<file path="src/rtl/riscv_mem_pkg.sv">
`default_nettype none
// ---------------------------------------------------------------------------
// riscv_mem_pkg: funct3 codes, LSU state encoding, access-size helpers
// Rev 1.0
// ---------------------------------------------------------------------------
package riscv_mem_pkg;

  localparam logic [2:0] LB  = 3'b000;
  localparam logic [2:0] LH  = 3'b001;
  localparam logic [2:0] LW  = 3'b010;
  localparam logic [2:0] LBU = 3'b100;
  localparam logic [2:0] LHU = 3'b101;
  localparam logic [2:0] SB  = 3'b000;
  localparam logic [2:0] SH  = 3'b001;
  localparam logic [2:0] SW  = 3'b010;

  localparam logic [1:0] SZ_BYTE = 2'd0;
  localparam logic [1:0] SZ_HALF = 2'd1;
  localparam logic [1:0] SZ_WORD = 2'd2;

  typedef enum logic [1:0] {
    IDLE = 2'd0,
    WAIT = 2'd1,
    DONE = 2'd2
  } lsu_state_e;

  // Stores only know sb/sh/sw; every other code falls back to a word access.
  function automatic logic [1:0] access_size(input logic [2:0] funct3, input logic is_store);
    logic [1:0] sz;
    sz = SZ_WORD;
    if (funct3 == LB || (!is_store && funct3 == LBU)) sz = SZ_BYTE;
    if (funct3 == LH || (!is_store && funct3 == LHU)) sz = SZ_HALF;
    return sz;
  endfunction

  function automatic logic is_misaligned(input logic [1:0] size, input logic [1:0] addr_lo);
    logic mis;
    case (size)
      SZ_BYTE: mis = 1'b0;
      SZ_HALF: mis = addr_lo[0];
      default: mis = |addr_lo;
    endcase
    return mis;
  endfunction

endpackage
`default_nettype wire

</file>
<file path="src/rtl/load_extend.sv">
`default_nettype none
// ---------------------------------------------------------------------------
// load_extend: lane select and sign/zero extension of a loaded word
// Rev 1.0
// ---------------------------------------------------------------------------
module load_extend
  import riscv_mem_pkg::*;
(
  input  logic [31:0] rdata_i,
  input  logic [1:0]  addr_lo_i,
  input  logic [2:0]  funct3_i,
  output logic [31:0] result_o
);

  logic [7:0]  byte_sel;
  logic [15:0] half_sel;

  always_comb begin
    byte_sel = rdata_i[{addr_lo_i, 3'b000} +: 8];
    half_sel = addr_lo_i[1] ? rdata_i[31:16] : rdata_i[15:0];
    case (funct3_i)
      LB:      result_o = {{24{byte_sel[7]}}, byte_sel};
      LH:      result_o = {{16{half_sel[15]}}, half_sel};
      LBU:     result_o = {24'h000000, byte_sel};
      LHU:     result_o = {16'h0000, half_sel};
      default: result_o = rdata_i;
    endcase
  end

endmodule
`default_nettype wire

</file>
<file path="src/rtl/mem_stage_lsu.sv">
`default_nettype none
// ---------------------------------------------------------------------------
// mem_stage_lsu: MEM-stage load/store unit with handshaked data-memory port
// Rev 1.0
// ---------------------------------------------------------------------------
module mem_stage_lsu
  import riscv_mem_pkg::*;
#(
  parameter int TIMEOUT = 16
) (
  input  logic        clk,
  input  logic        reset,
  input  logic        MemReadM,
  input  logic        MemWriteM,
  input  logic [2:0]  funct3M,
  input  logic [31:0] ALUResultM,
  input  logic [31:0] WriteDataM,
  output logic        dmem_req,
  output logic        dmem_we,
  output logic [31:0] dmem_addr,
  output logic [31:0] dmem_wdata,
  output logic [3:0]  dmem_wstrb,
  input  logic        dmem_ready,
  input  logic [31:0] dmem_rdata,
  output logic [31:0] ReadDataM,
  output logic        StallM,
  output logic        MisalignM,
  output logic        BusErrM
);

  localparam int               CNT_W    = (TIMEOUT < 2) ? 1 : $clog2(TIMEOUT);
  localparam logic [CNT_W-1:0] CNT_LAST = CNT_W'(TIMEOUT - 1);

  lsu_state_e       state_q;
  logic [CNT_W-1:0] cnt_q;
  logic             req_q;
  logic             we_q;
  logic [29:0]      word_addr_q;
  logic [1:0]       addr_lo_q;
  logic [31:0]      wdata_q;
  logic [3:0]       wstrb_q;
  logic [2:0]       funct3_q;
  logic [31:0]      rdata_q;
  logic             bus_err_q;

  logic        access;
  logic [1:0]  size;
  logic        misaligned;
  logic        issue;
  logic [31:0] wdata_d;
  logic [3:0]  wstrb_d;
  logic [31:0] load_ext;

  assign access     = MemReadM | MemWriteM;
  assign size       = access_size(funct3M, MemWriteM);
  assign misaligned = is_misaligned(size, ALUResultM[1:0]);
  assign issue      = access & ~misaligned;

  // Reads carry no lanes; write wins when both strobes are set.
  always_comb begin
    wstrb_d = 4'b0000;
    wdata_d = 32'h0;
    if (MemWriteM) begin
      case (size)
        SZ_BYTE: begin
          wstrb_d = 4'b0001 << ALUResultM[1:0];
          wdata_d = {4{WriteDataM[7:0]}};
        end
        SZ_HALF: begin
          wstrb_d = ALUResultM[1] ? 4'b1100 : 4'b0011;
          wdata_d = {2{WriteDataM[15:0]}};
        end
        default: begin
          wstrb_d = 4'b1111;
          wdata_d = WriteDataM;
        end
      endcase
    end
  end

  load_extend u_load_extend (
    .rdata_i   (dmem_rdata),
    .addr_lo_i (addr_lo_q),
    .funct3_i  (funct3_q),
    .result_o  (load_ext)
  );

  always_ff @(posedge clk) begin
    if (!reset) begin
      state_q     <= IDLE;
      cnt_q       <= '0;
      req_q       <= 1'b0;
      we_q        <= 1'b0;
      word_addr_q <= '0;
      addr_lo_q   <= '0;
      wdata_q     <= '0;
      wstrb_q     <= '0;
      funct3_q    <= '0;
      rdata_q     <= '0;
      bus_err_q   <= 1'b0;
    end else begin
      bus_err_q <= 1'b0;
      case (state_q)
        IDLE: begin
          if (issue) begin
            req_q       <= 1'b1;
            we_q        <= MemWriteM;
            word_addr_q <= ALUResultM[31:2];
            addr_lo_q   <= ALUResultM[1:0];
            wdata_q     <= wdata_d;
            wstrb_q     <= wstrb_d;
            funct3_q    <= funct3M;
            cnt_q       <= '0;
            state_q     <= WAIT;
          end
        end
        WAIT: begin
          // A response on the last allowed cycle still beats the timeout.
          if (dmem_ready) begin
            req_q   <= 1'b0;
            if (!we_q) rdata_q <= load_ext;
            state_q <= DONE;
          end else if (cnt_q == CNT_LAST) begin
            req_q     <= 1'b0;
            bus_err_q <= 1'b1;
            rdata_q   <= '0;
            state_q   <= DONE;
          end else begin
            cnt_q <= cnt_q + 1'b1;
          end
        end
        DONE:    state_q <= IDLE;
        default: state_q <= IDLE;
      endcase
    end
  end

  assign dmem_req   = req_q;
  assign dmem_we    = we_q;
  assign dmem_addr  = {word_addr_q, 2'b00};
  assign dmem_wdata = wdata_q;
  assign dmem_wstrb = wstrb_q;
  assign ReadDataM  = rdata_q;
  assign BusErrM    = bus_err_q;
  assign StallM     = reset & (((state_q == IDLE) & issue) | (state_q == WAIT));
  assign MisalignM  = reset & (state_q == IDLE) & access & misaligned;

endmodule
`default_nettype wire

</file>
<file path="config.mk">
export PLATFORM = sky130hd
export DESIGN_NAME = mem_stage_lsu
export DESIGN_NICKNAME = d
export VERILOG_FILES = /design/src/rtl/riscv_mem_pkg.sv /design/src/rtl/load_extend.sv /design/src/rtl/mem_stage_lsu.sv
export SDC_FILE = /design/constraint.sdc
export NUM_CORES = 1
export LEC_CHECK = 0
export ABC_AREA = 1
export ABC_CLOCK_PERIOD_IN_PS = 3940
export CAP_MARGIN = 10
export CORE_ASPECT_RATIO = 0.9
export CORE_MARGIN = 10
export CORE_UTILIZATION = 40
export CTS_CLUSTER_SIZE = 14
export DETAILED_ROUTE_END_ITERATION = 6
export PLACE_DENSITY = 0.73
export SYNTH_ARGS = -nofsm -noshare
export SYNTH_HDL_FRONTEND = slang
export SYNTH_HIERARCHICAL = 1
export SYNTH_SLANG_ARGS = --single-unit
export TNS_END_PERCENT = 1
</file>
<file path="constraint.sdc">
create_clock -name clk -period 3.94 [get_ports clk]
set_input_delay 0.985 -clock clk [delete_from_list [all_inputs] [get_ports clk]]
set_output_delay 0.985 -clock clk [all_outputs]
set_load 0.02 [all_outputs]
</file>
==> results of run 1 <==
## cells in the mapped netlist, types with 2 or more instances
cell / count / area, um2
a21oi_1: 38 / 190.2
a22oi_1: 7 / 52.55
buf_1: 4 / 15.01
buf_2: 9 / 45.04
buf_4: 8 / 60.06
buf_6: 11 / 123.9
clkbuf_1: 19 / 71.32
dfxtp_1: 112 / 2242
inv_1: 96 / 360.4
inv_2: 3 / 11.26
nand2_1: 197 / 739.5
nand2_2: 9 / 56.30
nand2_4: 2 / 22.52
nand3_1: 85 / 425.4
nand3_2: 16 / 160.2
nand4_1: 2 / 12.51
nor2_1: 109 / 409.1
nor2_2: 2 / 12.51
nor3_1: 33 / 165.2
nor4_1: 2 / 12.51
o21ai_0: 47 / 235.2
o21bai_1: 2 / 15.01
or2_1: 3 / 18.77
or2_2: 20 / 125.1
## state kept, by name, summed over array words and instances (netlist names)
name	cells
dmem_wstrb	4
addr_lo_q	2
dmem_wdata	32
ReadDataM	32
dmem_req	1
word_addr_q	30
state_q	2
cnt_q	4
BusErrM	1
dmem_we	1
funct3_q	3
## layer usage
metal / part of all wire [%] / vias to the layer above
li1: - / 3004
met3: 11 / 24
met2: 46 / 228
met5: 0 / -
met1: 41 / 2588
met4: 1.8 / 0
## through the flow
| step | worst slack [ps] | util, % | instances | area (um2) | power (mW) |
|---|---|---|---|---|---|
| detailed placement | 274.2 | 55.36 | 1204 | 7754 | 2.134 |
| CTS | 265.6 | 57.37 | 1220 | 8034 | 3.029 |
| finish | 274.2 | 57.37 | 1220 | 8034 | 2.994 |
| global placement | 275.8 | 55.36 | 1204 | 7754 | 2.127 |
| floorplan | 993.6 | - | 850 | 5731 | 1.798 |
| global route | 136.8 | 57.37 | 1220 | 8034 | 3.147 |
## power groups by stage
stage               combinational (mW)  sequential, mW  clock [mW]
floorplan                        0.426            1.37           0
global placement                 0.832            1.29           0
detailed placement               0.837            1.30           0
CTS                              0.842            1.27       0.916
global route                     0.920            1.28       0.946
finish                           0.837            1.27       0.886
## kinds of logic after synthesis
| kind of cell | synth area share (%) |
|---|---|
| buffers and inverters | 12.54 |
| other | 0.06548 |
| DFF | 39.15 |
| adders and majority gates | 0.2184 |
| and+or+nand+nor | 39.00 |
| AOI/OAI and AO/OA | 9.023 |
## worst paths after layout
kind	from	endpoint	slack, ps
hold reg to reg	dmem_req	dmem_req	470
setup / recovery	MemWriteM	MisalignM	270
hold / removal	dmem_req	dmem_req	470
setup reg to reg	addr_lo_q[1]	ReadDataM[30]	1710
## area by class of cell
cell class	count	area, um2	area share (%)
Multi-Input combinational cell	585	2770	34.48
Clock inverter	7	55.05	0.6853
Sequential cell	112	2242	27.91
Tap cell	193	241.5	3.006
Clock buffer	9	225.2	2.803
Timing Repair Buffer	214	2117	26.35
Inverter	100	382.9	4.766
## worst max-delay path: stages
cell and delay (ps):
clkdlybuf4s50_1 520, nand2_1 130, nand3_2 110, nand2_1 90
nor4_1 180, clkdlybuf4s50_1 670
==> metrics.txt, run 1 <==
most frequent cells in the layout 205 x clkdlybuf4s50_1, 197 x nand2_1, 112 x dfxtp_1; DP HPWL 13750 um; CTS buffer count 9; Synth Flop Type dfxtp_1; Worst Tran Pin Value 797.6 ps; Hold WC Path Type reg -> reg; pin count of the biggest net entering global routing 80; DR DRC count 0; Nets 1127; startpoint types primary input; combinational power share 27.9%; area growth from synthesis to layout 40.29%; EDFF count, synth 0; CTS Buffer Depth 2; Fillers 1394; die area 0.01951 mm2; Avg Cell Area, Syn 6.745 um2; most used routing layer met2; met3 usage 7.921%; Sw Ratio 32.73%; Diodes inserted 0; # IOs 209; commonest non-fill, non-tap cell in the layout clkdlybuf4s50_1; Final ANT Viol Nets 0; clock latency on the worst-skew pair 360 ps; number of synthesized register bits 112; GRT met1 Usage 21.56%; Ys Warns 6; RSZ-0062 raised after global routing no; Die X 146.1 um; post-cts resize count 0; WP data arrival 2680 ps; Root Buffer clkbuf_16; ratio of cells with drive above 1 in the final layout 8.179%; Hold Buf Count CTS 0; row cnt 41; worst-case clock skew 6.613 ps; Switching Power 0.9798 mW; Critical Path Fanout Max 3; Syn Std Cell Area 0.005727 mm2; Max Freq 272.8 MHz; Synth cell types 37; Flop pwr share 42.4%; remaining global-route overflow 0; CP required 2950 ps; CTS H-Tree Depth 3; Post-Synthesis Cells 849; met2 Use GR 31.44%; WHS 469.1 ps; CTS sink count 112; routability cong. 0.8287; die height 133.5 um; starting density of the core 40.89%; initial antenna violation count 0; critical path endpoint category output pin; Clk pwr share 29.6%; period utilization 93.04%; CTS tree done; setup violators final 0; vias in the first global route 5648; post-synthesis async set-or-reset flop share 0%; Global Route Usage Sum 18.90%; DRT Pass-1 Iters 5; min Tclk post-route 3666 ps; TNS Setup 0 ps; core area 0.01400 mm2; post-synthesis sequential area ratio 39.15%; routed length per instance 15.80 um; DR vias/cell 4.790; routed vias 5844; WHS Path Cells 2; port bufs 206; worst ir drop on vdd 238.2 uV; first-pass GRT wire length 30040 um; Iteration-0 DRC Markers 369; P_leak 3.595 nW; WL final 19280 um; Max Cap Viol 0; Post-CTS Setup Inserts 0; Clock Pin Slew Worst Setup and Hold Paths 70 ps; Setup CP Type in -> out; R2R cell count 7; PD cells 372.6 mW/mm2; total internal power 2.014 mW; Hold Vio Cnt, Final 0; run status completed; worst rel slew slack 46.75%; Final Max Slew Viols 0
Power figures use the tool's default switching activity.
==> run 2, diff against run 1 <==
- ABC_CLOCK_PERIOD_IN_PS: 3940 -> 4600
- clock period: 3.94 -> 4.6 ns (I/O delays scaled with it)
==> metrics.txt, run 2 (synthesis results as in run 1) <==
Hold Vio Cnt, Final 0 (unchanged); routed length per instance 15.68 um (was 15.80 um); CTS sink count 112 (unchanged); CTS buffer count 9 (unchanged); worst r2r src state_q[1] (was addr_lo_q[1]); worst ir drop on vdd 202.6 uV (was 238.2 uV); Fillers 1356 (was 1394); Critical Path Fanout Max 3 (unchanged); Diodes inserted 0 (unchanged); startpoint types primary input (unchanged); row cnt 41 (unchanged); pin count of the biggest net entering global routing 80 (unchanged); P_leak 3.582 nW (was 3.595 nW); worst rel slew slack 39.27% (was 46.75%); DR DRC count 0 (unchanged); Clock Pin Slew Worst Setup and Hold Paths 70 ps (about the same); commonest non-fill, non-tap cell in the layout clkdlybuf4s50_1 (unchanged); Hold Buf Count CTS 0 (unchanged); WP buf/inv 2 (unchanged); Worst Tran Pin Value 908.9 ps (was 797.6 ps); port bufs 206 (unchanged); PD cells 322.7 mW/mm2 (was 372.6 mW/mm2); die height 133.5 um (unchanged); Nets 1125 (was 1127); setup violators final 0 (unchanged); CTS tree done (unchanged); Hold Path End dmem_wdata[14] (was dmem_req); met2 Use GR 30.78% (was 31.44%); GRT met1 Usage 22.30% (was 21.56%); # IOs 209 (unchanged); Setup CP Type in -> out (unchanged); TNS Setup 0 ps (unchanged); routed vias 5845 (was 5844); CP required 3450 ps (was 2950 ps); WHS Path Cells 2 (unchanged); run status completed (unchanged); ratio of cells with drive above 1 in the final layout 8.000% (was 8.179%); DR vias/cell 4.799 (was 4.790); Hold WC Path Type reg -> reg (unchanged); Top Family by Delay on Critical Path buffers and inverters (unchanged); met3 usage 8.869% (was 7.921%); area growth from synthesis to layout 40.33% (was 40.29%); Die X 146.1 um (unchanged); clock latency on the worst-skew pair 360 ps (about the same); R2R cell count 8 (was 7); DP HPWL 13590 um (was 13750 um); R2R Setup Slk 2390 ps (was 1710 ps); remaining global-route overflow 0 (unchanged); Post-CTS Setup Inserts 0 (unchanged); Final ANT Viol Nets 0 (unchanged); routability cong. 0.8543 (was 0.8287); Root Buffer clkbuf_16 (unchanged); CTS Buffer Depth 2 (unchanged); period utilization 86.81%; most frequent cells in the layout 205 x clkdlybuf4s50_1, 197 x nand2_1, 112 x dfxtp_1 (unchanged); Iteration-0 DRC Markers 400 (was 369); die area 0.01951 mm2 (unchanged); DRT Pass-1 Iters 7 (was 5); initial antenna violation count 0 (unchanged); Slowest-stage cell, CP clkdlybuf4s50_1 (unchanged); WL final 19100 um (was 19280 um); starting density of the core 40.89% (unchanged); Max Freq 250.4 MHz; first-pass GRT wire length 30120 um (was 30040 um); max incr delay on CP 680 ps (was 670 ps); RR Endpoint word_addr_q[3] (was ReadDataM[30]); crit path cell chain clkdlybuf4s50_1, nand2_1, nand3_2, nand2_1, nor4_1, clkdlybuf4s50_1 (unchanged); worst hold start dmem_wdata[14] (was dmem_req); worst-case clock skew 6.380 ps (was 6.613 ps); vias in the first global route 5584 (was 5648); core area 0.01400 mm2 (unchanged); launch point of the critical path MemWriteM (unchanged); WP data arrival 2840 ps (was 2680 ps); Max Cap Viol 0 (unchanged); Final Max Slew Viols 0 (unchanged); critical path endpoint category output pin (unchanged); CTS H-Tree Depth 3 (unchanged); overall power 2.593 mW (was 2.994 mW); post-cts resize count 0 (unchanged); min Tclk post-route 3993 ps; Global Route Usage Sum 18.97% (was 18.90%); RSZ-0062 raised after global routing no (unchanged); most used routing layer met2 (unchanged)
-- run 2: tightest hold or removal path, stage by stage (launching register included) --
cell and delay [ps]:
dfxtp_1 310, nand3_1 70, nand2_1 50
-- run 2: layer usage --
metal / vias up / wire [um]
met4: 0 / 250
met1: 2600 / 7864
met5: - / 0
li1: 3013 / -
met2: 219 / 8811
met3: 13 / 2173
-- run 2: final cells by class --
cell class / count / area, um2 / area share, %
well taps: 193 / 241.5 / 3.005
clock inverters: 7 / 72.57 / 0.9030
multi-input cells: 585 / 2770 / 34.47
repair buffers: 212 / 2102 / 26.16
inverters: 100 / 382.9 / 4.764
clock buffers: 9 / 225.2 / 2.802
flip-flops and latches: 112 / 2242 / 27.90
-- run 2: how the worst max path moves through the flow --
stage	endpoint	slack, ps	cells after the start
CTS	MisalignM	590	6
global placement	MisalignM	620	6
detailed placement	MisalignM	610	6
floorplan	MisalignM	1320	3
finish	MisalignM	610	6
global route	MisalignM	450	6
-- run 2: power by group --
part / internal [mW] / leakage, nW / switching [mW] / total (mW)
Clock: 0.421 / 0.130 / 0.369 / 0.791
Sequential: 1.04 / 0.916 / 0.0476 / 1.09
Combinational: 0.310 / 2.54 / 0.404 / 0.715
Total: 1.77 / 3.58 / 0.821 / 2.59
-- run 2: metrics by stage --
stage | utilization [%] | setup slack, ps | hold slack (ps) | cells | cell area, um2
after CTS | 57.38 | 588.5 | 473.4 | 1218 | 8036
after detailed placement | 55.26 | 605.7 | 461.9 | 1202 | 7739
final | 57.38 | 606.8 | 470.3 | 1218 | 8036
after global routing | 57.38 | 450.7 | 491.3 | 1218 | 8036
after global placement | 55.26 | 616.0 | 457.8 | 1202 | 7739
after floorplan | - | 1324 | 470.9 | 850 | 5731
==> run 3, diff against run 2 <==
- CORE_ASPECT_RATIO: 0.9 -> default
- GPL_ROUTABILITY_DRIVEN: default -> 0
==> metrics.txt, run 3 (synthesis results as in run 1) <==
Switching Power 0.8370 mW (was 0.8212 mW); combinational power share 27.8% (was 27.6%); top sig layer met4 (unchanged); DP HPWL 13880 um (was 13590 um); CTS buffer count 9 (unchanged); remaining global-route overflow 0 (unchanged); CTS sink count 112 (unchanged); RSZ-0062 raised after global routing no (unchanged); met2 WL 8756 um (was 8811 um); Final Max Slew Viols 0 (unchanged); Die X 139.7 um (was 146.1 um); multi-input logic area 0.002770 mm2 (unchanged); Hold Path End dmem_wdata[19] (was dmem_wdata[14]); worst ir drop on vdd 172.6 uV (was 202.6 uV); Clock Pin Slew Worst Setup and Hold Paths 80 ps (was 70 ps); port bufs 206 (unchanged); Nets 1126 (was 1125); DRT Pass-1 Iters 5 (was 7); WHS Path Cells 2 (unchanged); CTS tree done (unchanged); routed wl met3 2424 um (was 2173 um); most frequent cells in the layout 205 x clkdlybuf4s50_1, 197 x nand2_1, 112 x dfxtp_1 (unchanged); worst r2r src state_q[1] (unchanged); Sw Ratio 32.63% (was 31.67%); Core Util, Final 57.48% (was 57.38%); worst-case clock skew 11.26 ps (was 6.380 ps); setup violators final 0 (unchanged); P_leak 3.598 nW (was 3.582 nW); Root Buffer clkbuf_16 (unchanged); Hold Vio Cnt, Final 0 (unchanged); vias in the first global route 5632 (was 5584); worst hold start dmem_wdata[19] (was dmem_wdata[14]); CP required 3450 ps (about the same); die height 139.7 um (was 133.5 um); CTS Buffer Depth 2 (unchanged); worst rel slew slack 49.15% (was 39.27%); total internal power 1.728 mW (was 1.772 mW); commonest non-fill, non-tap cell in the layout clkdlybuf4s50_1 (unchanged); DR DRC count 0 (unchanged); max incr delay on CP 670 ps (was 680 ps); period utilization 90.01% (was 86.81%); Iteration-0 DRC Markers 427 (was 400); Reg area 0.002242 mm2 (unchanged); Max Freq 241.5 MHz (was 250.4 MHz); pin count of the biggest net entering global routing 80 (unchanged); die area 0.01950 mm2 (was 0.01951 mm2); ratio of cells with drive above 1 in the final layout 7.992% (was 8.000%); run status completed (unchanged); Fillers 1379 (was 1356); crit path cell chain clkdlybuf4s50_1, nand2_1, nand3_2, nand2_1, nand2_2, a21oi_1, clkdlybuf4s50_1 (was clkdlybuf4s50_1, nand2_1, nand3_2, nand2_1, nor4_1, clkdlybuf4s50_1); RR Endpoint word_addr_q[13] (was word_addr_q[3]); post-cts resize count 0 (unchanged); TNS Setup 0 ps (unchanged); Hold WC Path Type reg -> reg (unchanged); Max Cap Viol 0 (unchanged); Slowest-stage cell, CP clkdlybuf4s50_1 (unchanged); first-pass GRT wire length 29990 um (was 30120 um); Clk pwr share 29.9% (was 30.5%); Critical Path Fanout Max 3 (unchanged); Setup CP Type in -> out (unchanged); routed vias 5882 (was 5845); R2R Setup Slk 2390 ps (about the same); row cnt 43 (was 41); min Tclk post-route 4140 ps (was 3993 ps); wl on met1 7550 um (was 7864 um); # IOs 209 (unchanged); WP buf/inv 2 (unchanged); Final ANT Viol Nets 0 (unchanged); Global Route Usage Sum 18.72% (was 18.97%); WP data arrival 2990 ps (was 2840 ps); initial antenna violation count 0 (unchanged); Worst Tran Pin Value 762.7 ps (was 908.9 ps); routed length per instance 15.80 um (was 15.68 um); CTS H-Tree Depth 3 (unchanged); Post-CTS Setup Inserts 0 (unchanged); DR vias/cell 4.877 (was 4.799); PD cells 320.3 mW/mm2 (was 322.7 mW/mm2); area growth from synthesis to layout 39.85% (was 40.33%); critical path endpoint category output pin (unchanged); Top Family by Delay on Critical Path buffers and inverters (unchanged); clock latency on the worst-skew pair 360 ps (about the same); WL final 19060 um (was 19100 um); startpoint types primary input (unchanged); starting density of the core 41.10% (was 40.89%); core area 0.01393 mm2 (was 0.01400 mm2); Flop pwr share 42.4% (was 41.9%); Diodes inserted 0 (unchanged); R2R cell count 8 (unchanged); Hold Buf Count CTS 0 (unchanged)
==> run 3: tightest hold or removal path, delay by kind of cell, from the launching register on <==
kind	cells	cell delay, ps
AND/OR/NAND/NOR	2	120
flip-flops	1	310
==> run 3: routing by layer <==
metal  up-vias  track usage, %
met4         0           5.652
met5         -               0
met3        23           8.574
met1      2626           21.98
met2       227           29.86
li1       3006               -
==> run 3: power by group through the flow <==
| stage | clock network [mW] | registers, mW | logic (mW) |
|---|---|---|---|
| finish | 0.766 | 1.09 | 0.712 |
| global route | 0.815 | 1.10 | 0.786 |
| CTS | 0.782 | 1.09 | 0.719 |
| detailed placement | 0 | 1.11 | 0.715 |
| global placement | 0 | 1.11 | 0.710 |
| floorplan | 0 | 1.18 | 0.365 |
==> run 3: metrics by stage <==
stage                     area (um2)  std cells  setup WS, ps  hold slack, ps  power [mW]
after floorplan                 5731        850          1324           470.9       1.540
after global placement          7730       1190         443.9           457.6       1.817
after detailed placement        7730       1190         430.8           462.4       1.824
after CTS                       8009       1206         429.8           473.5       2.588
after global routing            8009       1206         383.6           484.8       2.698
final                           8009       1206         459.6           472.4       2.565
==> run 3: how the worst max path moves through the flow <==
| stage | start | endpoint | slack, ps | cells after the start |
|---|---|---|---|---|
| finish | MemWriteM | StallM | 460 | 7 |
| global route | MemWriteM | StallM | 380 | 7 |
| CTS | MemWriteM | StallM | 430 | 7 |
| detailed placement | MemWriteM | StallM | 430 | 7 |
| global placement | MemWriteM | StallM | 440 | 7 |
| floorplan | reset | MisalignM | 1320 | 3 |
==> run 3: cell type report <==
class / count / area share [%]
Sequential cell: 112 / 28.00
Timing Repair Buffer: 213 / 26.34
Inverter: 100 / 4.781
Multi-Input combinational cell: 585 / 34.59
Clock inverter: 6 / 0.6249
Clock buffer: 10 / 2.859
Tap cell: 180 / 2.812
